**config.mk**
```make
export PLATFORM = sky130hd
export DESIGN_NAME = shift_right_iterative
export DESIGN_NICKNAME = d
export VERILOG_FILES = /design/src/rtl/shifter_pkg.sv /design/src/rtl/shift_right_stage.sv /design/src/rtl/shift_right_iterative.sv
export SDC_FILE = /design/constraint.sdc
export NUM_CORES = 1
export LEC_CHECK = 0
export ABC_AREA = 1
export BUFFER_PORTS_ARGS = -buffer_cell sky130_fd_sc_hd__buf_2
export CORE_ASPECT_RATIO = 0.9
export CORE_UTILIZATION = 49
export CTS_BUF_LIST = sky130_fd_sc_hd__clkbuf_4
export DETAILED_ROUTE_END_ITERATION = 10
export GPL_ROUTABILITY_DRIVEN = 0
export PLACE_DENSITY_LB_ADDON = 0.3
export SLEW_MARGIN = 20
export SYNTH_ARGS = -nofsm -noshare
export SYNTH_HDL_FRONTEND = slang
export SYNTH_SLANG_ARGS = --single-unit
```
**constraint.sdc**
```tcl
create_clock -name clk -period 4.8 [get_ports clk]
set_input_delay 1.44 -clock clk [delete_from_list [all_inputs] [get_ports clk]]
set_output_delay 1.44 -clock clk [all_outputs]
set_load 0.01 [all_outputs]
```
**src/rtl/shifter_pkg.sv**
```systemverilog
// Shared types and constants for the iterative right shifter.
// Holds the FSM state encoding and the fixed operand/stage widths.
package shifter_pkg;

  localparam int N  = 32;
  localparam int S  = 5;
  localparam int KW = 3;

  typedef enum logic [1:0] {
    IDLE,
    BUSY,
    DONE
  } state_t;

endpackage

```
**src/rtl/shift_right_stage.sv**
```systemverilog
// One conditional right-shift stage: shifts by 2^k when en, else passes.
// Ports: data/fill/k/en in, res out (combinational).
module shift_right_stage
  import shifter_pkg::*;
#(
  parameter int W  = N,
  parameter int NS = S,
  parameter int KB = KW
) (
  input  logic [W-1:0]  data,
  input  logic          fill,
  input  logic [KB-1:0] k,
  input  logic          en,
  output logic [W-1:0]  res
);

  logic [W-1:0] cand [NS];

  for (genvar j = 0; j < NS; j++) begin : g_cand
    assign cand[j] = {{(2**j){fill}}, data[W-1:2**j]};
  end

  always_comb begin
    res = data;
    for (int j = 0; j < NS; j++) begin
      if (en && (int'(k) == j)) res = cand[j];
    end
  end

endmodule

```
**src/rtl/shift_right_iterative.sv**
```systemverilog
// Iterative right shifter: one power-of-two stage per cycle, 5 cycles.
// Ports: clk, rst, in_valid/in_ready/in/shamt/arith, out_valid/out_ready/out.
module shift_right_iterative
  import shifter_pkg::*;
#(
  parameter int N = shifter_pkg::N
) (
  input  logic                 clk,
  input  logic                 rst,
  input  logic                 in_valid,
  output logic                 in_ready,
  input  logic [N-1:0]         in,
  input  logic [$clog2(N)-1:0] shamt,
  input  logic                 arith,
  output logic                 out_valid,
  input  logic                 out_ready,
  output logic [N-1:0]         out
);

  localparam int SS = $clog2(N);
  localparam int KB = $clog2(SS);

  state_t          state;
  logic [KB-1:0]   k;
  logic [N-1:0]    work;
  logic [SS-1:0]   shamt_q;
  logic            arith_q;
  logic [N-1:0]    stage_res;
  logic            stage_en;
  logic            fill;

  // work msb still holds captured sign whenever arith is set
  assign fill     = arith_q & work[N-1];
  assign stage_en = (state == BUSY) && (int'(k) < SS) && shamt_q[k];
  assign out      = work;

  shift_right_stage #(
    .W  (N),
    .NS (SS),
    .KB (KB)
  ) u_stage (
    .data (work),
    .fill (fill),
    .k    (k),
    .en   (stage_en),
    .res  (stage_res)
  );

  always_ff @(posedge clk or posedge rst) begin
    if (rst) begin
      state     <= IDLE;
      k         <= '0;
      work      <= '0;
      shamt_q   <= '0;
      arith_q   <= 1'b0;
      in_ready  <= 1'b1;
      out_valid <= 1'b0;
    end else begin
      unique case (state)
        IDLE: begin
          if (in_valid) begin
            work     <= in;
            shamt_q  <= shamt;
            arith_q  <= arith;
            k        <= '0;
            state    <= BUSY;
            in_ready <= 1'b0;
          end
        end
        BUSY: begin
          work <= stage_res;
          k    <= k + 1'b1;
          if (int'(k) == SS-1) begin
            state     <= DONE;
            out_valid <= 1'b1;
          end
        end
        DONE: begin
          if (out_ready) begin
            state     <= IDLE;
            out_valid <= 1'b0;
            in_ready  <= 1'b1;
          end
        end
        default: begin
          state     <= IDLE;
          in_ready  <= 1'b1;
          out_valid <= 1'b0;
        end
      endcase
    end
  end

endmodule

```
Word level (Yosys, flattened, before mapping)
Index checks and enable logic that the tools add are counted.
{"block": "totals", "output_inout_bits": 34, "memories": 0, "latchBits": 0, "mem_bits_ro": 0, "ramBits": 0, "elab_cells": 60, "in_bits": 42, "regBits": 45}
{"block": "op_classes", "n_mux": 21, "n_reduce_logical": 16, "n_eq_ne": 10, "n_mul": 0, "add_sub_neg": 1, "n_lt_le_gt_ge": 2, "n_shift": 0, "n_bitwise": 3, "div_mod_pow": 0}
{"cell": "$mux W32", "n": 6}
{"cell": "$pmux W32 S2", "n": 1}
{"cell": "$reduce_and A3 Y1", "n": 4}
{"cell": "$eq A3 B3 Y1 const B", "n": 3}
{"cell": "$logic_and A1 B1 Y1", "n": 7}
{"cell": "$mux W2", "n": 3}
{"cell": "$ne A6 B1 Y1 const B", "n": 1}
{"cell": "$pmux W1 S3", "n": 2}
{"cell": "$pmux W2 S3", "n": 1}
{"cell": "$pmux W3 S2", "n": 1}
{"cell": "$mux W1", "n": 5}
{"cell": "$lt A3 B4 Y1 const B", "n": 1}
{"cell": "$ne A2 B2 Y1 const B", "n": 2}
{"cell": "$reduce_and A2 Y1", "n": 2}
{"cell": "$add A3 B1 Y3 const B", "n": 1}
{"cell": "$bmux W1 S3", "n": 1}
{"cell": "$eq A3 B2 Y1 const B", "n": 1}
{"cell": "$logic_not A3 Y1", "n": 1}
{"cell": "$lt A3 B3 Y1 const B", "n": 1}
{"cell": "$mux W3", "n": 1}
{"cell": "$eq A2 B1 Y1 const B", "n": 1}
{"cell": "$eq A2 B2 Y1 const B", "n": 1}
{"cell": "$logic_not A2 Y1", "n": 1}
{"cell": "$ne A2 B1 Y1 const B", "n": 1}
{"cell": "3 further kinds", "n": 4}

Logic depth before layout (Yosys ltp)
Gate-level depths: netlist (run 1).
{"block": "depth", "word_depth": 10, "mapped_depth": 14, "depth_no_buf": 14}

Cells and area by module
Synthesis (run 1) repeated with hierarchy kept, for this count alone.
{"block": "hier_totals", "hier_cells": 621, "area_unflattened_um2": 3663.5}
{"mod": "shift_right_iterative", "cells_each": 247, "instances": 1, "seq_area_each_um2": 1127.3, "area_each_um2": 2085.8}
{"mod": "shift_right_stage", "cells_each": 374, "instances": 1, "seq_area_each_um2": 0.0, "area_each_um2": 1577.8}

Worst setup path before layout (run 1)
OpenSTA, ideal clock, no wires.
{"block": "synth_path", "kind": "input-to-reg", "start": "in in_valid", "end": "reg work[16], in the netlist out[16]", "setup_ps": 116, "arrival_time_ps": 2250, "slack_ps": 2434, "path_buffers": 2, "t_required_ps": 4684, "path_stages": 8, "cell_sequence": "nor3_1 > nor2_1 > o21ai_2 > buf_4 > buf_4 > nor2_1 > nand2_1 > nand2_1"}
{"block": "synth_between", "elab_chain_cells": 2}
{"item": "start: declaration", "line_no": "shift_right_iterative.sv:10", "source": "input logic in_valid,"}
{"item": "$ne A2 B2 Y1 (no source line)"}
{"item": "$reduce_and A3 Y1 (no source line)"}
{"item": "end signal: assignment", "line_no": "shift_right_iterative.sv:62", "source": "work <= in;"}
{"item": "end signal: assignment", "line_no": "shift_right_iterative.sv:71", "source": "work <= stage_res;"}
{"item": "end: declaration", "line_no": "shift_right_iterative.sv:25", "source": "logic [N-1:0] work;"}
Every way passes these cells.
A chain may end at the register's enable or synchronous reset.

Final worst setup path (run 1)
{"block": "layout_path", "start": "reg state[1]", "end": "reg work[19], in the netlist out[19]"}
{"block": "layout_between", "elab_chain_cells": 9, "word_cells_on_any_way": 18, "classes_between": "eq/ne (3); mux (5); reduce/logical (10)"}
{"item": "start: declaration", "line_no": "shift_right_iterative.sv:23", "source": "state_t state;"}
{"item": "start signal: assignment", "line_no": "shift_right_iterative.sv:51", "source": "state <= IDLE;"}
{"item": "start signal: assignment", "line_no": "shift_right_iterative.sv:66", "source": "state <= BUSY;"}
{"item": "start signal: assignment", "line_no": "shift_right_iterative.sv:74", "source": "state <= DONE;"}
{"item": "$eq A2 B1 Y1", "line_no": "shift_right_iterative.sv:34, shift_right_iterative.sv:59"}
{"item": "$logic_and A1 B1 Y1 (2 in a row)", "line_no": "shift_right_iterative.sv:34", "source": "assign stage_en = (state == BUSY) && (int'(k) < SS) && shamt_q[k];"}
{"item": "$logic_and A1 B1 Y1", "line_no": "shift_right_stage.sv:26", "source": "if (en && (int'(k) == j)) res = cand[j];"}
{"item": "$mux W32 (4 in a row)", "line_no": "shift_right_stage.sv:26"}
{"item": "$pmux W32 S2", "line_no": "shift_right_iterative.sv:59", "source": "unique case (state)"}
Several ways; a longest one is shown, not always the timed one.

==> impl_metrics.tcl, run 1 <==
set metrics [dict create \
    outcome "finished, final reports clean" \
    drv_cap 0 \
    worstPathRequired_ns 5.08 \
    setup_viol 0 \
    vdd_ir_drop_max_uv 348.9 \
    syn_nets 652 \
    drive_gt1_share_pct 15.96 \
    grt_overflow 0 \
    ff2ff_setup_slack_ns 1.32 \
    detail_route.wl_per_cell_um 13.24 \
    crit_fanout 43 \
    crit_type "flip-flop to flip-flop" \
    synth_area_mm2 0.003597 \
    clockBufferDepth 2 \
    p_sw_w 0.001811 \
    nets 704 \
    io_pins 76 \
    crit_top_cell "nand2_1" \
    setup-tns-final_ns 0 \
    antenna_found_initial 0 \
    fin_crit_sh_pct 72.58 \
    yosysSeqAreaShare_pct 31.34 \
    dpl.hpwl_mm 6.868 \
    n_antenna_cell 0 \
    power_density_mw_per_mm2 809.1 \
    die_h_um 83.29 \
    fillers 729 \
    period_needed_ns 3.484 \
    drc 0 \
    slew_headroom_pct 36.03 \
    cts_root_buf "clkbuf_4" \
    cts_buffers 5 \
    p_seq_share_pct 25.6 \
    dp_cells 743 \
    area_growth_pct 11.86 \
    stdcell_count 751 \
    port_buffers 75 \
    final_cell_mix "181 x nand2_1, 118 x nor2_1, 75 x buf_2" \
    first_pass_iters 5 \
    clock_skew_ns 0.01713 \
    start_kind "flip-flop" \
    viasPerCell 5.338 \
    crit_end "out[19]" \
    placed_cell_area_mm2 0.003940 \
    r2r-start "state[1]" \
    post-cts-setup-buffers 0 \
    fmax_mhz 287.0 \
    rsz0062_at_grt "no" \
    slowest_stage "o21ai_4" \
    arrival_ns 3.77 \
    hold_path_depth 2 \
    grt_max_degree 61 \
    drt_iter0_markers 314 \
    yosysWarningCount 0 \
    grt_pass1_vias 3543 \
    cp_top_family "buffers and inverters" \
    path_clk_slew_ns 0.15 \
    cts_tree "yes" \
    max_stage_delay_ns 0.51 \
    slew_violations 0 \
    cp.depth 11 \
    intPower_w 0.001445 \
    ys_types 26 \
    pwr-share-comb_pct 66.7 \
    crit_chain "inv_2 -> nand2_1 -> inv_2 -> nand4_1 -> buf_4 -> nand2_1 -> o21ai_4 -> buf_4 -> nor2_1 -> nand2_1 -> nand2_1" \
    finalHoldViolCount 0 \
    die_w_um 92.32 \
    holdCritPathClass "flip-flop to flip-flop" \
    clock-sinks 45 \
    leakage_nw 2.251 \
    fp-row-count 29 \
    clkPwrFrac_pct 7.7 \
    dieArea_mm2 0.007688 \
    tightest_slew_ns 0.9581 \
    ys_ff_latch 45 \
    start_util_pct 50.84 \
    core_mm2 0.007076 \
    hold_buffers 0 \
    final_common_cell "nand2_1" \
    globalRouteTotalUtil_pct 26.87 \
    crit_path_end_kind "flip-flop" \
    utilization_pct 56.87 \
    clk_latency_ns 0.38 \
    antenna_left 0 \
    dr_total_vias 4009 \
    syn_inst 605 \
    routed_wl_mm 9.946 \
    htreeDepth 2 \
    cts_resized 0 \
    cp_num_buf_inv 4 \
    p_sw_share_pct 55.63 \
    rr_endpoint "out[19]" \
    final_area_mm2 0.004024 \
    post_synth.cell_area_avg_um2 5.946 \
    worstRegToRegCells 11 \
    crit_path_start "state[1]" \
    grt_pass1_wl_mm 16.80 \
]
area by class of cell:
class	count	area, µm²	share of cell area [%]
clock buffers	5	37.54	0.9328
clock inverters	3	46.29	1.150
inverters	73	274.0	6.810
multi-input cells	453	2017	50.12
flip-flops and latches	45	1127	28.02
well taps	93	116.4	2.892
repair buffers	79	405.4	10.07
how the worst min path moves through the flow:
| stage | from | endpoint | slack (ns) |
|---|---|---|---|
| 6_report | in_ready | in_ready | 0.49 |
| 5_1_grt | in_ready | in_ready | 0.51 |
| 4_1_cts | in_ready | in_ready | 0.50 |
| 3_5_place_dp | in_ready | in_ready | 0.48 |
| 3_3_place_gp | in_ready | in_ready | 0.48 |
| 2_1_floorplan | arith_q | arith_q | 0.48 |
cells by family (layout without fill, tap and decap cells):
family / count (synthesis) / in the layout / share of synthesized area, %
flip-flops: 45 / 45 / 31.34
multiplexers: 2 / 2 / 0.6260
adder cells (fa/ha/maj): 5 / 5 / 1.739
AND/OR/NAND/NOR: 350 / 350 / 39.55
AO/OA/AOI/OAI: 96 / 96 / 13.95
buffers and inverters: 107 / 160 / 12.80
tightest hold or removal path, stage by stage, from the launching register on:
cell and delay, ns:
dfstp_2 0.39, inv_1 0.05, o22ai_1 0.07
cells in the mapped netlist (all sizes together):
master	count	area [µm²]
o211ai	6	45.04
nand2	181	679.4
o22ai	2	12.51
inv	71	266.5
clkinv	2	7.510
clkbuf	19	71.32
nand3	25	130.1
dfstp	1	26.28
nor2	118	442.9
and2	1	6.260
buf	15	115.1
nor3	9	45.04
mux2	2	22.52
nand4	16	118.9
a21oi	43	215.2
o21ai	45	229.0
dfrtp	44	1101
ha	5	62.56
routing by layer:
layer  up-vias  track usage, %  share of wire [%]
met5         -               0                  0
met4         0           7.244                1.4
met3        16           3.114                6.9
met2       157           42.56                 46
met1      1832           38.69                 46
li1       2004               -                  -
registers in the layout (all words and copies together), names as in the netlist:
| register | cells |
|---|---|
| out | 32 |
| shamt_q | 5 |
| k | 3 |
| state | 2 |
| arith_q | 1 |
| in_ready | 1 |
| out_valid | 1 |
power groups by stage:
stage / Clock (W) / Sequential, W / Combinational, W
5_1_grt: 0.000266 / 0.000859 / 0.00251
3_3_place_gp: 0 / 0.000828 / 0.00210
4_1_cts: 0.000253 / 0.000826 / 0.00217
2_1_floorplan: 0 / 0.000826 / 0.00166
6_report: 0.000250 / 0.000834 / 0.00217
3_5_place_dp: 0 / 0.000835 / 0.00216
per-stage QoR:
step | total power (W) | setup slack [ns] | hold WS, ns
finish | 0.003256 | 1.316 | 0.4949
global route | 0.003634 | 0.9817 | 0.5143
CTS | 0.003252 | 1.304 | 0.5003
detailed placement | 0.002993 | 1.346 | 0.4771
global placement | 0.002925 | 1.470 | 0.4840
floorplan | 0.002482 | 2.302 | 0.4793
Power figures use the tool's default switching activity.
==> inputs of run 2 (changes only) <==
==> constraint.sdc (replaced) <==
create_clock -name clk -period 3.55 [get_ports clk]
set_input_delay 1.065 -clock clk [delete_from_list [all_inputs] [get_ports clk]]
set_output_delay 1.065 -clock clk [all_outputs]
set_load 0.01 [all_outputs]
==> run 2 against run 1 <==
Compared with the run above: worst hold slack better by 0.0033 ns; setup slack worse by 0.57 ns; critical path type unchanged; register-to-register slack worse by 0.57 ns; routed wire length is 0.76% higher; maximum frequency is 24% higher; global-route usage is 0.42 points higher; first-iteration DRC count is 5.7% lower; highest routed layer unchanged; largest power group unchanged.
==> impl_metrics.tcl, run 2 (synthesis gave the netlist of run 1 again) <==
set metrics [dict create \
    core_mm2 0.007076 \
    antenna_left 0 \
    cts_root_buf "clkbuf_4" \
    viasPerCell 5.236 \
    largest_register_ffs 32 \
    r2r-start "state[1]" \
    cts_resized 0 \
    grt_pass1_wl_mm 17.02 \
    min_from "in_ready" \
    slew_headroom_pct 35.98 \
    grt_overflow 0 \
    start_kind "flip-flop" \
    final_common_cell "nand2_1" \
    path_clk_slew_ns 0.14 \
    dp_slack_ns 0.7915 \
    stdcell_count 753 \
    fin_crit_sh_pct 79.13 \
    cts_tree "yes" \
    grt_pass1_vias 3673 \
    hold_buffers 0 \
    globalRouteTotalUtil_pct 27.29 \
    arrival_ns 3.08 \
    worstPathRequired_ns 3.82 \
    n_antenna_cell 0 \
    cts_buffers 5 \
    io_pins 76 \
    port_buffers 75 \
    period_needed_ns 2.809 \
    drt_iter0_markers 296 \
    slew_violations 0 \
    die_h_um 83.29 \
    nets 706 \
    setup_viol 0 \
    crit_type "flip-flop to flip-flop" \
    clock-sinks 45 \
    power_density_mw_per_mm2 1096 \
    fmax_mhz 356.0 \
    setup_ws_ns 0.7410 \
    start_util_pct 50.84 \
    clk_latency_ns 0.37 \
    finalHoldViolCount 0 \
    tightest_slew_ns 0.9589 \
    dieArea_mm2 0.007688 \
    dr_total_vias 3943 \
    holdCritPathClass "flip-flop to flip-flop" \
    routed_wl_mm 10.02 \
    final_cell_mix "181 x nand2_1, 118 x nor2_1, 75 x buf_2" \
    drc 0 \
    vdd_ir_drop_max_uv 599.2 \
    fillers 739 \
    antenna_found_initial 0 \
    detail_route.wl_per_cell_um 13.31 \
    clockBufferDepth 2 \
    fp-row-count 29 \
    crit_path_end_kind "flip-flop" \
    drv_cap 0 \
    dp_cells 745 \
    htreeDepth 2 \
    crit_fanout 33 \
    rsz0062_at_grt "no" \
    clock_skew_ns 0.01019 \
    outcome "finished, final reports clean" \
    drive_gt1_share_pct 16.21 \
    post-cts-setup-buffers 0 \
    grt_max_degree 61 \
    die_w_um 92.32 \
    dpl.hpwl_mm 7.053 \
    leakage_nw 2.261 \
    area_growth_pct 12.28 \
    crit_path_start "state[1]" \
    setup-tns-final_ns 0 \
    first_pass_iters 5 \
]
[run 2: routing by layer]
layer  global-route usage (%)  vias to the layer above  part of all wire [%]
li1                         -                     2006                     -
met1                    38.52                     1740                    46
met2                    43.16                      179                    45
met3                    4.304                       18                   6.9
met4                    7.670                        0                   1.6
met5                        0                        -                     0
[run 2: where the power goes]
part           leakage (nW)  internal [W]  switching, W  total [W]
clock                0.0414      0.000149      0.000179   0.000328
sequential            0.529      0.000794      0.000337    0.00113
combinational          1.69       0.00103       0.00194    0.00297
[run 2: worst max-delay path, cell delays in order (launching register included)]
cell and delay (ns):
dfrtp_1 0.45, inv_2 0.08, nand2_1 0.05, buf_4 0.20, inv_2 0.30, buf_4 0.34
nand4_2 0.37, inv_2 0.50, o21ai_0 0.15, nand3_1 0.11, nand2_1 0.05, nand2_1 0.06
nand2_1 0.05
[run 2: stage by stage]
| stage | util, % | hold WS, ns | cell area [µm²] | total power [W] |
|---|---|---|---|---|
| global placement | 55.90 | 0.4817 | 3955 | 0.004007 |
| finish | 57.08 | 0.4982 | 4039 | 0.004425 |
| detailed placement | 55.90 | 0.4808 | 3955 | 0.004074 |
| global route | 57.08 | 0.5096 | 4039 | 0.004940 |
| floorplan | - | 0.4793 | 3597 | 0.003356 |
| CTS | 57.08 | 0.5038 | 4039 | 0.004416 |
[run 2: final timing paths]
path	cells past startpoint	end	slack (ns)
min in group asynchronous	2	out[4]	0.89
worst min-delay path	2	in_ready	0.50
max in group asynchronous	2	out[29]	2.06
worst max-delay path	12	out[23]	0.74
worst min register to register	2	in_ready	0.50
worst max register to register	12	out[23]	0.74
[run 2: final cells by class]
| class | instances | area, µm² | share of cell area [%] |
|---|---|---|---|
| well taps | 93 | 116.4 | 2.881 |
| inverters | 73 | 274.0 | 6.784 |
| repair buffers | 81 | 420.4 | 10.41 |
| multi-input cells | 453 | 2017 | 49.94 |
| clock buffers | 5 | 37.54 | 0.9294 |
| clock inverters | 3 | 46.29 | 1.146 |
| flip-flops and latches | 45 | 1127 | 27.91 |
==> inputs of run 3 (changes only) <==
--- a/config.mk
+++ b/config.mk
@@ -5,7 +5,7 @@
 export SDC_FILE = /design/constraint.sdc
 export NUM_CORES = 1
 export LEC_CHECK = 0
-export ABC_AREA = 1
+export ABC_AREA = 0
 export BUFFER_PORTS_ARGS = -buffer_cell sky130_fd_sc_hd__buf_2
 export CORE_ASPECT_RATIO = 0.9
 export CORE_UTILIZATION = 49
==> constraint.sdc (replaced) <==
create_clock -name clk -period 2.4 [get_ports clk]
set_input_delay 0.72 -clock clk [delete_from_list [all_inputs] [get_ports clk]]
set_output_delay 0.72 -clock clk [all_outputs]
set_load 0.01 [all_outputs]
==> run 3 against run 2 <==
Compared with the run above: register-to-register slack worse by 0.64 ns; combinational power grew 65%; final cell count shrank 23%; sequential power rose by 65%; largest power group unchanged; critical path type unchanged; utilization rose by 4.3 points.
==> impl_metrics.tcl, run 3 <==
set metrics [dict create \
    outcome "finished, final reports clean" \
    fin_crit_sh_pct 95.70 \
    core_mm2 0.006761 \
    rsz0062_at_grt "no" \
    synth_area_mm2 0.003512 \
    slew_violations 0 \
    drive_gt1_share_pct 31.90 \
    globalRouteTotalUtil_pct 29.81 \
    ys_types 63 \
    ys_ff_latch 45 \
    p_sw_w 0.003659 \
    path_clk_slew_ns 0.14 \
    synth_area_leaders "dfrtp_1 31%, nand2_1 5.0%, nor2_1 4.9%" \
    dpl.hpwl_mm 7.825 \
    syn_inst 415 \
    setup_viol 0 \
    p_sw_share_pct 50.44 \
    clock-sinks 45 \
    drt_iter0_markers 257 \
    cts_tree "yes" \
    vdd_ir_drop_max_uv 942.8 \
    yosysSeqAreaShare_pct 32.10 \
    first_pass_iters 5 \
    port_buffers 75 \
    dr_total_vias 3698 \
    viasPerCell 6.387 \
    p_seq_share_pct 25.6 \
    nets 535 \
    io_pins 76 \
    drv_cap 0 \
    setup_ws_ns 0.1032 \
    htreeDepth 2 \
    clk_latency_ns 0.38 \
    power_density_mw_per_mm2 1747 \
    period_needed_ns 2.297 \
    fillers 618 \
    power.total_w 0.007254 \
    grt_pass1_vias 3375 \
    seq_area_mm2 0.001131 \
    setup-tns-final_ns 0 \
    start_util_pct 51.94 \
    clock_skew_ns 0.02681 \
    intPower_w 0.003595 \
    grt_max_degree 27 \
    slew_headroom_pct 63.48 \
    dp_slack_ns 0.06815 \
    grt_pass1_wl_mm 17.51 \
    crit_fanout 20 \
    tightest_slew_ns 0.5470 \
    crit_path_end_kind "flip-flop" \
    antenna_left 0 \
    start_kind "flip-flop" \
    die_h_um 82.32 \
    crit_type "flip-flop to flip-flop" \
    die_w_um 91.24 \
    yosys.area.top_type_share_pct 31.35 \
    largest_register_ffs 32 \
    detail_route.wl_per_cell_um 18.67 \
    crit_chain "mux2_4 -> a22o_4 -> nand2_4 -> mux2i_1 -> a211o_1 -> a221oi_2" \
    cts_buffers 5 \
    leakage_nw 1.879 \
    drc 0 \
    final_cell_mix "75 x buf_2, 47 x nand2_1, 46 x nor2_1" \
    final_common_cell "buf_2" \
    max_stage_delay_ns 0.52 \
    pwr-share-comb_pct 67.6 \
    finalHoldViolCount 0 \
    multiInputGateArea_mm2 0.002187 \
    synth_edf_count 0 \
    cts_root_buf "clkbuf_4" \
    ys_top_cells_by_count "47 x nand2_1, 46 x nor2_1, 44 x dfrtp_1" \
    fmax_mhz 435.4 \
    holdCritPathClass "primary input to asynchronous set/reset pin" \
    clockBufferDepth 2 \
    slowest_stage "dfrtp_2" \
    area_growth_pct 18.24 \
    dieArea_mm2 0.007510 \
    synth_top_area_cell "dfrtp_1" \
    yosysMostFrequentCell "nand2_1" \
    fp-row-count 28 \
    antenna_found_initial 0 \
    post_synth.cell_area_avg_um2 8.463 \
    routed_wl_mm 10.81 \
    grt_overflow 0 \
    syn_nets 462 \
    synth-async-reset-ratio_pct 100.0 \
    clkPwrFrac_pct 6.8 \
    worstPathRequired_ns 2.67 \
    yosysWarningCount 0 \
    hold_buffers 0 \
    arrival_ns 2.57 \
    synth_flop_cell "dfrtp_1" \
    n_antenna_cell 0 \
    post-cts-setup-buffers 0 \
]
==> run 3: cell count changes in the layout (fill, tap and decap cells not counted), moves of 17 or more <==
cell | before | now
buf_4 | 6 | 23
nand2_1 | 181 | 47
nor2_1 | 118 | 46
o22ai_1 | 2 | 21
inv_1 | 61 | 8
a21oi_1 | 43 | 24
==> run 3: power groups by stage <==
stage               Sequential (W)  Combinational, W  Clock [W]
floorplan                  0.00167           0.00346          0
global placement           0.00182           0.00470          0
detailed placement         0.00184           0.00482          0
CTS                        0.00183           0.00485   0.000495
global route               0.00191           0.00534   0.000534
finish                     0.00186           0.00490   0.000495
==> run 3: what timing repair did <==
| item | CTS | global route |
|---|---|---|
| endpoints found under the setup margin | 0 | 21 |
| hold endpoints to repair | 0 | 0 |
| gates resized for setup | 0 | 5 |
==> run 3: worst paths after layout <==
| kind | start | to | slack (ns) | cells after the start |
|---|---|---|---|---|
| worst max-delay path | k[1] | out[24] | 0.10 | 6 |
| worst min-delay path | rst | out[4] | 0.38 | 2 |
| worst max register to register | k[1] | out[24] | 0.10 | 6 |
| worst min register to register | out_valid | out_valid | 0.55 | 2 |
| max in group asynchronous | rst | out[26] | 1.48 | 3 |
| min in group clk | out_valid | out_valid | 0.55 | 2 |
==> run 3: stage by stage <==
stage	utilization (%)	area (µm²)	std cells	hold slack, ns
global placement	60.07	4061	571	0.4875
CTS	61.25	4141	579	0.3885
floorplan	-	3512	415	0.4959
finish	61.42	4153	579	0.3783
global route	61.42	4153	579	0.4080
detailed placement	60.07	4061	571	0.5155
==> run 3: logic make-up after synthesis <==
family / after synthesis / synth area share (%)
buffers and inverters: 44 / 5.913
AND/OR/NAND/NOR: 160 / 22.80
adder cells (fa/ha/maj): 5 / 1.781
flip-flops: 45 / 32.10
AO/OA/AOI/OAI: 134 / 29.11
multiplexers: 27 / 8.301
==> run 3: metal layers <==
layer | global-route usage, % | wire (µm) | up-vias
met5 | 0 | 0 | -
met4 | 11.90 | 255 | 0
met3 | 5.220 | 843 | 30
met2 | 48.94 | 5024 | 196
met1 | 39.61 | 4688 | 1776
li1 | - | - | 1696
==> run 3: critical path, delay by kind of cell, from the launching register on <==
| kind | cells | cell delay, ns |
|---|---|---|
| and+or+nand+nor | 1 | 0.31 |
| DFF | 1 | 0.52 |
| AOI/OAI and AO/OA | 3 | 0.89 |
| muxes | 2 | 0.47 |
==> run 3: cell type report <==
| cell class | instances | share of cell area, % |
|---|---|---|
| Sequential cell | 45 | 27.24 |
| Inverter | 9 | 0.8135 |
| Tap cell | 90 | 2.712 |
| Timing Repair Buffer | 101 | 14.64 |
| Clock inverter | 2 | 0.8436 |
| Multi-Input combinational cell | 326 | 52.67 |
| Clock buffer | 6 | 1.085 |
